$ cat src/rtl/usina_pkg.sv
// Shared definitions for the plant control chain: state codes of the alarm
// manager and the width of its alarm counter. Other plant blocks and the
// bench import the same constants, so the codes have one source of truth.
package usina_pkg;

  // State codes as seen on the 'estado' output
  localparam logic [2:0] ESTADO_NORMAL      = 3'd0;
  localparam logic [2:0] ESTADO_CONFIRMA    = 3'd1;
  localparam logic [2:0] ESTADO_ALARME      = 3'd2;
  localparam logic [2:0] ESTADO_RECONHECIDO = 3'd3;
  localparam logic [2:0] ESTADO_SCRAM       = 3'd4;

  // Width of the saturating alarm entry counter
  localparam int LARGURA_CONTADOR = 8;
  localparam logic [LARGURA_CONTADOR-1:0] CONTADOR_MAX = '1;

  typedef enum logic [2:0] {
    EST_NORMAL      = ESTADO_NORMAL,
    EST_CONFIRMA    = ESTADO_CONFIRMA,
    EST_ALARME      = ESTADO_ALARME,
    EST_RECONHECIDO = ESTADO_RECONHECIDO,
    EST_SCRAM       = ESTADO_SCRAM
  } estado_t;

  // The lamp is lit whenever an alarm is latched, acknowledged or escalated
  function automatic logic acendeLuz(input estado_t e);
    return (e == EST_ALARME) || (e == EST_RECONHECIDO) || (e == EST_SCRAM);
  endfunction

endpackage

$ cat src/rtl/gerenciador_alarme_sirene.sv
// Siren pattern generator: while 'habilita' is high the output is high for
// MEIO_PERIODO cycles, then low for MEIO_PERIODO cycles, repeating. Each new
// enable starts with the high phase. 'fixo' overrides with a steady high.
module gerador_sirene
  import usina_pkg::*;
#(
  parameter int MEIO_PERIODO = 8
) (
  input  logic clk,
  input  logic rst_n,
  input  logic habilita,
  input  logic fixo,
  output logic sirene
);

  // fase counts edges spent in the current phase; 0 means "not running",
  // which is how a fresh enable is recognised and started high.
  localparam int FASE_W = $clog2(MEIO_PERIODO + 1);
  localparam logic [FASE_W-1:0] FASE_UM  = FASE_W'(1);
  localparam logic [FASE_W-1:0] FASE_FIM = FASE_W'(MEIO_PERIODO);

  logic [FASE_W-1:0] fase;

  // Phase counter and registered siren level, toggling at each phase end
  always_ff @(posedge clk) begin
    if (!rst_n) begin
      fase   <= '0;
      sirene <= 1'b0;
    end else if (fixo) begin
      fase   <= '0;
      sirene <= 1'b1;
    end else if (!habilita) begin
      fase   <= '0;
      sirene <= 1'b0;
    end else if (fase == '0) begin
      fase   <= FASE_UM;
      sirene <= 1'b1;
    end else if (fase == FASE_FIM) begin
      fase   <= FASE_UM;
      sirene <= ~sirene;
    end else begin
      fase   <= fase + FASE_UM;
    end
  end

endmodule

$ cat src/rtl/gerenciador_alarme.sv
// Alarm manager: filters the raw control-room alarm level, latches it until
// the operator acknowledges, drives siren and lamp, and escalates to a
// latched SCRAM request when the alarm stays unacknowledged too long.
// All outputs are registered and decoded from the next state.
module gerenciador_alarme
  import usina_pkg::*;
#(
  parameter int CONFIRMA     = 4,
  parameter int MEIO_PERIODO = 8,
  parameter int LIMITE_SCRAM = 64,
  parameter int LIBERA       = 4
) (
  input  logic                        clk,
  input  logic                        rst_n,
  input  logic                        alarmeSC,
  input  logic                        reconhecer,
  output logic                        sirene,
  output logic                        luzAlarme,
  output logic                        scram,
  output logic [2:0]                  estado,
  output logic [LARGURA_CONTADOR-1:0] contadorAlarmes
);

  // Each counter only has to reach its own limit before the state is left,
  // so sizing by the limit itself is enough and no wrap can occur.
  localparam int CONF_W  = $clog2(CONFIRMA + 1);
  localparam int TIMER_W = $clog2(LIMITE_SCRAM + 1);
  localparam int LIB_W   = $clog2(LIBERA + 1);

  localparam logic [CONF_W-1:0]  CONF_UM      = CONF_W'(1);
  localparam logic [CONF_W-1:0]  CONF_ULTIMO  = CONF_W'(CONFIRMA - 1);
  localparam logic [TIMER_W-1:0] TIMER_UM     = TIMER_W'(1);
  localparam logic [TIMER_W-1:0] TIMER_ULTIMO = TIMER_W'(LIMITE_SCRAM - 1);
  localparam logic [LIB_W-1:0]   LIB_UM       = LIB_W'(1);
  localparam logic [LIB_W-1:0]   LIB_ULTIMO   = LIB_W'(LIBERA - 1);
  localparam logic [LARGURA_CONTADOR-1:0] ALARMES_UM = LARGURA_CONTADOR'(1);

  estado_t                     estadoAtual;
  estado_t                     proximoEstado;
  logic [CONF_W-1:0]           contConfirma;
  logic [CONF_W-1:0]           proxConfirma;
  logic [TIMER_W-1:0]          timerScram;
  logic [TIMER_W-1:0]          proxTimer;
  logic [LIB_W-1:0]            contLibera;
  logic [LIB_W-1:0]            proxLibera;
  logic [LARGURA_CONTADOR-1:0] proxAlarmes;

  assign estado = estadoAtual;

  // Next-state and next-counter decode; every counter holds by default
  always_comb begin
    proximoEstado = estadoAtual;
    proxConfirma  = contConfirma;
    proxTimer     = timerScram;
    proxLibera    = contLibera;
    proxAlarmes   = contadorAlarmes;

    case (estadoAtual)
      EST_NORMAL: begin
        if (alarmeSC) begin
          proximoEstado = EST_CONFIRMA;
          proxConfirma  = CONF_UM;
        end
      end

      EST_CONFIRMA: begin
        if (!alarmeSC) begin
          proximoEstado = EST_NORMAL;
          proxConfirma  = '0;
        end else if (contConfirma == CONF_ULTIMO) begin
          proximoEstado = EST_ALARME;
          proxConfirma  = '0;
          proxTimer     = '0;
          if (contadorAlarmes != CONTADOR_MAX) begin
            proxAlarmes = contadorAlarmes + ALARMES_UM;
          end
        end else begin
          proxConfirma = contConfirma + CONF_UM;
        end
      end

      EST_ALARME: begin
        if (timerScram == TIMER_ULTIMO) begin
          proximoEstado = EST_SCRAM;
        end else if (reconhecer) begin
          proximoEstado = EST_RECONHECIDO;
          proxLibera    = '0;
        end
        proxTimer = timerScram + TIMER_UM;
      end

      EST_RECONHECIDO: begin
        if (alarmeSC) begin
          proxLibera = '0;
        end else if (contLibera == LIB_ULTIMO) begin
          proximoEstado = EST_NORMAL;
          proxLibera    = '0;
        end else begin
          proxLibera = contLibera + LIB_UM;
        end
      end

      EST_SCRAM: begin
        proximoEstado = EST_SCRAM;
      end

      default: begin
        proximoEstado = EST_NORMAL;
      end
    endcase
  end

  // State register, counters and registered lamp/SCRAM outputs
  always_ff @(posedge clk) begin
    if (!rst_n) begin
      estadoAtual     <= EST_NORMAL;
      contConfirma    <= '0;
      timerScram      <= '0;
      contLibera      <= '0;
      contadorAlarmes <= '0;
      luzAlarme       <= 1'b0;
      scram           <= 1'b0;
    end else begin
      estadoAtual     <= proximoEstado;
      contConfirma    <= proxConfirma;
      timerScram      <= proxTimer;
      contLibera      <= proxLibera;
      contadorAlarmes <= proxAlarmes;
      luzAlarme       <= acendeLuz(proximoEstado);
      scram           <= (proximoEstado == EST_SCRAM);
    end
  end

  gerador_sirene #(
    .MEIO_PERIODO(MEIO_PERIODO)
  ) uSirene (
    .clk     (clk),
    .rst_n   (rst_n),
    .habilita(proximoEstado == EST_ALARME),
    .fixo    (proximoEstado == EST_SCRAM),
    .sirene  (sirene)
  );

endmodule

$ cat config.mk
export PLATFORM = sky130hd
export DESIGN_NAME = gerenciador_alarme
export DESIGN_NICKNAME = d
export VERILOG_FILES = /design/src/rtl/usina_pkg.sv /design/src/rtl/gerenciador_alarme_sirene.sv /design/src/rtl/gerenciador_alarme.sv
export SDC_FILE = /design/constraint.sdc
export NUM_CORES = 1
export LEC_CHECK = 0
export CAP_MARGIN = 15
export CORE_AREA = 2 2 54 56
export CTS_CLUSTER_SIZE = 28
export DETAILED_ROUTE_END_ITERATION = 12
export DIE_AREA = 0 0 56 58
export GPL_TIMING_DRIVEN = 0
export PLACE_DENSITY = 0.82
export SETUP_SLACK_MARGIN = 0.02
export SLEW_MARGIN = 20
export SYNTH_ARGS = -nofsm -noshare
export SYNTH_HDL_FRONTEND = slang
export SYNTH_HIERARCHICAL = 1
export SYNTH_SLANG_ARGS = --single-unit
$ cat constraint.sdc
create_clock -name clk -period 4.9 [get_ports clk]
set_input_delay 0.49 -clock clk [delete_from_list [all_inputs] [get_ports clk]]
set_output_delay 0.49 -clock clk [all_outputs]
set_load 0.1 [all_outputs]
; ---- Word level (Yosys, flattened, before mapping)
; Index checks and enable logic that the tools add are counted.
[totals]
reg_bits = 31
latchBits = 0
mem_bits_rw = 0
rom_bits = 0
inputBits = 4
output_inout_bits = 14
wordCells = 75
memories = 0
[classes]
add_sub_neg = 5
multipliers = 0
div = 0
magnitude_cmp = 0
eq_ne = 18
n_shift = 0
mux = 26
n_bitwise = 3
reduce_logical = 13
[ops]
columns = cell, count
row1 = 3-bit two-way mux, 14
row2 = "3-bit by 2-bit == test with 1-bit output, second input constant", 6
row3 = 3-bit one-hot mux with 5 select lines, 1
row4 = 7-bit two-way mux, 2
row5 = 7-bit one-hot mux with 2 select lines, 1
row6 = 3-bit one-hot mux with 2 select lines, 2
row7 = "2-bit inequality test, second input constant", 5
row8 = "8-bit by 1-bit adder with 8-bit output, second input constant", 1
row9 = "8-bit inequality test, second input constant", 1
row10 = "7-bit by 1-bit adder with 7-bit output, second input constant", 1
row11 = "7-bit by 6-bit == test with 1-bit output, second input constant", 1
row12 = "3-bit by 1-bit adder with 3-bit output, second input constant", 2
row13 = "3-bit == test, second input constant", 2
row14 = 1-bit two-way mux, 6
row15 = 3-bit AND reduction, 2
row16 = 2-bit nonzero test, 3
row17 = 5-bit OR reduction, 1
row18 = "4-bit by 1-bit adder with 4-bit output, second input constant", 1
row19 = "4-bit == test, second input constant", 1
row20 = 4-bit logical NOT, 1
row21 = "4-bit inequality test, second input constant", 1
row22 = 4-bit AND reduction, 1
row23 = "3-bit by 1-bit == test with 1-bit output, second input constant", 1
row24 = 3-bit logical NOT, 1
row25 = 4 further kinds, 7

; ---- Depth between registers and ports, before layout
; Gate-level depths: netlist of the first run.
[logic_depth]
ltp_word = 7
ltp_mapped = 7
depth_no_buf = 7

; ---- Cells and area by module
; The synthesis of the first run kept the hierarchy.
[modules_own_cells]
columns = module, instances, cells_each, area_per_inst_um2
row1 = gerenciador_alarme, 1, 145, 1293.7
row2 = gerador_sirene, 1, 26, 236.5

; ---- Worst setup path after synthesis of the first run
; No wires, ideal clock.
[synth_path]
kind = register to register
start = register estadoAtual[0] (netlist: estado[0])
end = register uSirene.fase[3]
setup_time_ns = 0.074
t_arrival_ns = 2.237
required_time_ns = 4.826
setup_slack_ns = 2.589
path_stages_with_launch = 7
path_buffers = 0
period_less_slack_ns = 2.311
cell_sequence = dfxtp_1 nand4bb_1 nor2_1 o22ai_1 nor2_1 nand3b_1 a31oi_1
[synth_between]
elab_chain_len = 6
word_cells_on_any_way = 17
classes_between = eq/ne: 6 / mux: 8 / bitwise: 1 / reduce/logical: 2
[synth_rtl]
columns = element, line_no
row1 = "start, declared", gerenciador_alarme.sv:38  ; estado_t estadoAtual;
row2 = "start signal, assigned", gerenciador_alarme.sv:124  ; estadoAtual <= proximoEstado;
row3 = 3-bit two-way mux (on tied branches), "gerenciador_alarme.sv:95, gerenciador_alarme.sv:70, gerenciador_alarme.sv:85"
row4 = 3-bit two-way mux (on tied branches), "gerenciador_alarme.sv:93, gerenciador_alarme.sv:67, gerenciador_alarme.sv:83"
row5 = 3-bit one-hot mux with 5 select lines (*), gerenciador_alarme.sv:58  ; case (estadoAtual)
row6 = 3-bit by 2-bit == test with 1-bit output, gerenciador_alarme.sv:139  ; .habilita(proximoEstado == EST_ALARME),
row7 = 1-bit inverter (no source line), n/a
row8 = 5-bit OR reduction (no source line) (*), n/a
row9 = "end signal, assigned", gerenciador_alarme_sirene.sv:42  ; fase <= fase + FASE_UM;
row10 = "end, declared", gerenciador_alarme_sirene.sv:22  ; logic [FASE_W-1:0] fase;
; Every way passes the cells marked *; elsewhere a longest branch is shown, timed or not.
; A chain may end at the register's enable or synchronous reset.

; ---- Worst setup path after layout of the first run
[layout_path]
start = register estadoAtual[2] (netlist: estado[2])
end = output estado[2]
[layout_lines]
columns = element, line_no
row1 = "end, declared", gerenciador_alarme.sv:20  ; output logic [2:0] estado,
; No word-level cell between the ends.

==> results.toml, run 1 <==
[synthesis]
synth-async-reset-ratio_pct = 0
syn_inst = 171
ys.flop_type = "dfxtp_1"
synth_cell_types = 44
ys_seq_area_share_pct = 40.56
ys_warn_count = 6
synth_nets = 181
synth_area_sq_um = 1530
synth_enable_flop_cells = 0
syn_avg_cell_area_sq_um = 8.949
synth_seq_cells = 31

[detailed_routing]
first_pass_iters = 5
drtIter0Drc = 66
wl_per_cell_microns = 14.51
ant_nets = 0
dr_total_vias = 1334
post_drt_via_cell_ratio = 5.877
drt_wl_total_mm = 3.294
drc = 0

[clock_tree]
htree_num_levels = 2
cts_hold_buf = 0
clock_latency_ns = 0.34
clock-sinks = 31
postCtsSetupBuffers = 0
cts_made_buffers = 5
cts.reportedPaths.clkPinSlew_ns = 0.09
cts-root-buf = "clkbuf_4"
clockBufferDepth = 2
ctsResizeCount = 0
tritoncts = "yes"

[layout]
instances_no_fill = 227
area_delta_synth_final_pct = 16.93
fin_area_sq_um = 1789
drive_gt1_share_pct = 8.673
diodes = 0
final_cell_mix = "dfxtp_1, nor2_1, clkdlybuf4s50_1, nand2_1, a21oi_1"
fin_nets = 205
final_util_pct = 67.20
final_common_cell = "dfxtp_1"

[setup_path]
crit_arrival_ns = 2.07
slowest_stage = "clkdlybuf4s50_1"
cp-start-kind = "flop"
worstPathCellList = "clkdlybuf4s50_1"
timing.critical_path.buf_inv = 1
worstPathMaxFanout = 9
cpPeakStageDelay_ns = 1.20
path_delay_family = "buffers and inverters"
required_ns = 4.41
crit_type = "reg2out"
crit_path_end_kind = "output port"

[sta]
tightest_slew_ns = 0.9878
skew_ns = 0.01380
fin_crit_sh_pct = 52.30
slew_violations = 0
final_hold_viol_count = 0
tns_ns = 0
final.min_clock_period_ns = 2.563
rsz0062_at_grt = "false"
slew_headroom_pct = 33.94
setup_slack_ns = 2.337
setup_violations = 0
fmax_ghz = 0.3902

[global_routing]
grt_use_total_pct = 22.31
grt_max_degree = 11
antenna_found_initial = 0
grt-ovfl-total = 0
grt_pass1_wl_mm = 5.561
first_global_vias = 1268

[floorplanning]
io_pins = 18
die_width_microns = 56
fp-row-count = 19
dieHeight_microns = 58
initial_core_util_pct = 57.47
fp.coreArea_sq_um = 2663
die_area_sq_um = 3248

[power_and_ir_drop]
leakage_nw = 0.6368
power_density_nw_per_um2 = 235.5
ir_drop_uv = 183.5

[place]
hpwl_mm = 2.420
dp.cells = 219
gp_congestion = 0.8068
post_dp_cell_area_sq_um = 1739
place_ws_ns = 2.290
port_buffers = 17

[min_path]
hold_path.class = "reg2reg"

[run_status]
outcome = "completed"

[flow_run]
cap_violations = 0
-- final cells by class --
class	count	area [sq um]
Clock buffer	7	45.04
Clock inverter	1	5.005
Fill cell	216	873.3
Buffer	3	11.26
Inverter	6	22.52
Sequential cell	31	620.6
Tap cell	31	38.79
Multi-Input combinational cell	131	875.8
Timing Repair Buffer	17	170.2
-- synth_stat cells (all sizes together) (2+ instances only) --
master | count | area, sq um
and2 | 3 | 18.77
or3b | 2 | 17.52
or3 | 4 | 25.02
nand4 | 5 | 31.28
nor3 | 3 | 15.01
o221ai | 2 | 17.52
xor2 | 4 | 35.03
inv | 6 | 22.52
a21oi | 12 | 63.81
o211a | 2 | 20.02
and4 | 2 | 17.52
nand3 | 2 | 10.01
o21ai | 6 | 30.02
a211oi | 4 | 30.03
ha | 6 | 75.07
nand2 | 13 | 51.30
mux2i | 2 | 20.02
and3 | 3 | 18.77
nand4b | 2 | 17.52
nor2 | 20 | 75.07
xnor2 | 2 | 17.52
a31oi | 3 | 18.77
a22oi | 2 | 15.01
nor2b | 3 | 18.77
clkbuf | 3 | 11.26
a2111oi | 2 | 30.03
o211ai | 3 | 22.52
nand3b | 3 | 22.52
nor3b | 2 | 26.28
nand2b | 6 | 45.04
dfxtp | 31 | 620.6
-- sequential cells by signal, summed over array words and instances (netlist names) --
name             count
contConfirma         3
contLibera           3
contadorAlarmes      8
estado               3
luzAlarme            1
scram                1
timerScram           7
uSirene/fase         4
uSirene/sirene       1
-- stage by stage --
step	total power, mW	hold WS (ns)
after floorplan	0.2767	0.4502
after global placement	0.2846	0.4657
after detailed placement	0.2858	0.4727
after CTS	0.4235	0.4847
after global routing	0.4345	0.5025
final	0.4214	0.4822
-- layer usage --
metal	wire, microns	track usage, %	share of wire [%]	up-vias
li1	-	-	-	675
met1	1417	25.32	43	625
met3	123	4.688	3.7	7
met4	56	10.20	1.7	0
met5	0	0	0	-
met2	1696	40.34	51	27
-- kinds of logic after synthesis --
group / Yosys count / synth area share (%)
and+or+nand+nor: 77 / 29.19
AOI/OAI and AO/OA: 40 / 18.40
DFF: 31 / 40.56
buffers and inverters: 9 / 2.208
xor gates and xnor gates: 6 / 3.434
adders and majority gates: 6 / 4.906
muxes: 2 / 1.308
-- path summary, 6_finish.rpt --
kind	from	to	slack, ns	depth (start not counted)
max	estado[2]$_SDFF_PN0_	estado[2]	2.34	1
min	contLibera[2]$_SDFFE_PN0P_	contLibera[2]$_SDFFE_PN0P_	0.48	1
max reg2reg	estado[0]$_SDFF_PN0_	uSirene/fase[3]$_SDFF_PP0_	2.86	6
min reg2reg	contLibera[2]$_SDFFE_PN0P_	contLibera[2]$_SDFFE_PN0P_	0.48	1
-- power by group --
group | internal (mW) | leakage [nW] | switching (mW)
sequential | 0.253 | 0.250 | 0.00257
combinational | 0.00744 | 0.357 | 0.0170
clock | 0.0558 | 0.0293 | 0.0854
Note: power is estimated with default switching activity, not from simulation.
==> run 2, diff against run 1 <==
Settings changed: CORE_AREA 2 2 54 56 to 2 2 59 61, DIE_AREA 0 0 56 58 to 0 0 61 63, PLACE_DENSITY 0.82 to 0.73.
Clock period 4.9 ns to 2.3 ns, I/O delays scaled along.
==> results.toml, run 2 (synthesized netlist as in run 1, its figures left out) <==
[sta]
slew_violations = 0
setup_violations = 0
final_hold_viol_count = 0
final.min_clock_period_ns = 2.196
fmax_ghz = 0.4554
rsz0062_at_grt = "false"
tns_ns = 0
tightest_slew_ns = 0.9706
slew_headroom_pct = 35.09
fin_crit_sh_pct = 95.46
skew_ns = 0.009343

[detailed_routing]
drc = 0
ant_nets = 0
drtIter0Drc = 39
wl_per_cell_microns = 13.48
drt_wl_total_mm = 3.262
dr_total_vias = 1356
first_pass_iters = 4
post_drt_via_cell_ratio = 5.603

[floorplanning]
fp.coreArea_sq_um = 3232
initial_core_util_pct = 47.35
dieHeight_microns = 63
die_width_microns = 61
io_pins = 18
die_area_sq_um = 3843
fp-row-count = 21

[min_path]
hp-start = "contLibera[2]$_SDFFE_PN0P_"
hold_path.class = "reg2reg"

[power_and_ir_drop]
leakage_nw = 0.6710
swShare_pct = 26.33
seqPwrFrac_pct = 60.0
power_density_nw_per_um2 = 501.4
total_switching_power_uw = 239.1
comb_power_share_pct = 5.6
total_power_uw = 908.3
p_clk_share_pct = 34.4
internal-power_uw = 669.2
ir_drop_uv = 292.7

[global_routing]
grt_pass1_wl_mm = 6.003
grt_use_total_pct = 20.97
grt-ovfl-total = 0
antenna_found_initial = 0
grt_max_degree = 11
first_global_vias = 1297

[clock_tree]
postCtsSetupBuffers = 0
cts_hold_buf = 0
clockBufferDepth = 2
clock_latency_ns = 0.35
cts_made_buffers = 5
cts.reportedPaths.clkPinSlew_ns = 0.09
cts-root-buf = "clkbuf_4"
clock-sinks = 31
htree_num_levels = 2
tritoncts = "yes"

[setup_path]
worstPathCellList = "clkdlybuf4s50_1"
crit_path_end_kind = "output port"
timing.critical_path.buf_inv = 1
cp-start-kind = "flop"
worstPathMaxFanout = 8
required_ns = 2.07
slowest_stage = "clkdlybuf4s50_1"
cpPeakStageDelay_ns = 1.17
path_delay_family = "buffers and inverters"
reg2reg_from = "estado[2]$_SDFF_PN0_"
critPathLaunch = "contadorAlarmes[3]$_SDFFE_PN0P_"
crit_arrival_ns = 1.97
crit_type = "reg2out"

[layout]
area_delta_synth_final_pct = 18.40
fin_nets = 205
fin_area_sq_um = 1812
final_cell_mix = "dfxtp_1, nor2_1, clkdlybuf4s50_1, nand2_1, a21oi_1"
diodes = 0
drive_gt1_share_pct = 10.20
final_common_cell = "dfxtp_1"
largest_reg_flops = 8
instances_no_fill = 242
top_register = "contadorAlarmes"
reg.largest.list = "contadorAlarmes (8), timerScram (7), uSirene/fase (4)"

[run_status]
outcome = "completed"

[place]
port_buffers = 17
post_dp_cell_area_sq_um = 1759
gp_congestion = 0.8088
hpwl_mm = 2.398
dp.cells = 234

[flow_run]
cap_violations = 0
## run 2: layout make-up
cell class / count / area, sq um
Clock inverter: 3 / 15.01
Sequential cell: 31 / 621.8
Fill cell: 322 / 1420
Multi-Input combinational cell: 131 / 875.8
Tap cell: 46 / 57.56
Clock buffer: 5 / 37.54
Buffer: 3 / 11.26
Inverter: 6 / 22.52
Timing Repair Buffer: 17 / 170.2
## run 2: final timing paths
kind / to / slack, ns / depth (start not counted)
setup / recovery: contadorAlarmes[3] / 0.10 / 1
hold reg to reg: contLibera[2]$_SDFFE_PN0P_ / 0.50 / 1
setup reg to reg: uSirene/fase[3]$_SDFF_PP0_ / 0.34 / 6
hold / removal: contLibera[2]$_SDFFE_PN0P_ / 0.50 / 1
## run 2: stage by stage
step           util [%]  setup WS (ns)  hold slack (ns)
2_1_floorplan         -        0.06863           0.3488
4_1_cts           55.98        0.04471           0.4993
3_3_place_gp      54.43        0.03305           0.4619
6_report          56.06         0.1044           0.4953
3_5_place_dp      54.43       0.006766           0.4813
5_1_grt           56.06        0.02382           0.5137
## run 2: repair_timing
action	in CTS	in global routing
resized for setup	2	1
endpoints found under the setup margin	2	1
gates cloned	0	0
## run 2: power groups by stage
stage | Clock (mW) | Sequential [mW] | Combinational, mW
floorplan | 0 | 0.566 | 0.0236
global placement | 0 | 0.557 | 0.0494
detailed placement | 0 | 0.558 | 0.0515
CTS | 0.326 | 0.545 | 0.0514
global route | 0.351 | 0.546 | 0.0561
finish | 0.312 | 0.545 | 0.0510
## run 2: metal layers
metal | wire [microns] | part of all wire (%) | up-vias | global-route usage [%]
met1 | 1509 | 46 | 645 | 28.11
met2 | 1531 | 47 | 22 | 30.38
met3 | 128 | 3.9 | 10 | 6.211
met5 | 0 | 0 | - | 0
li1 | - | - | 679 | -
met4 | 93 | 2.9 | 0 | 9.783
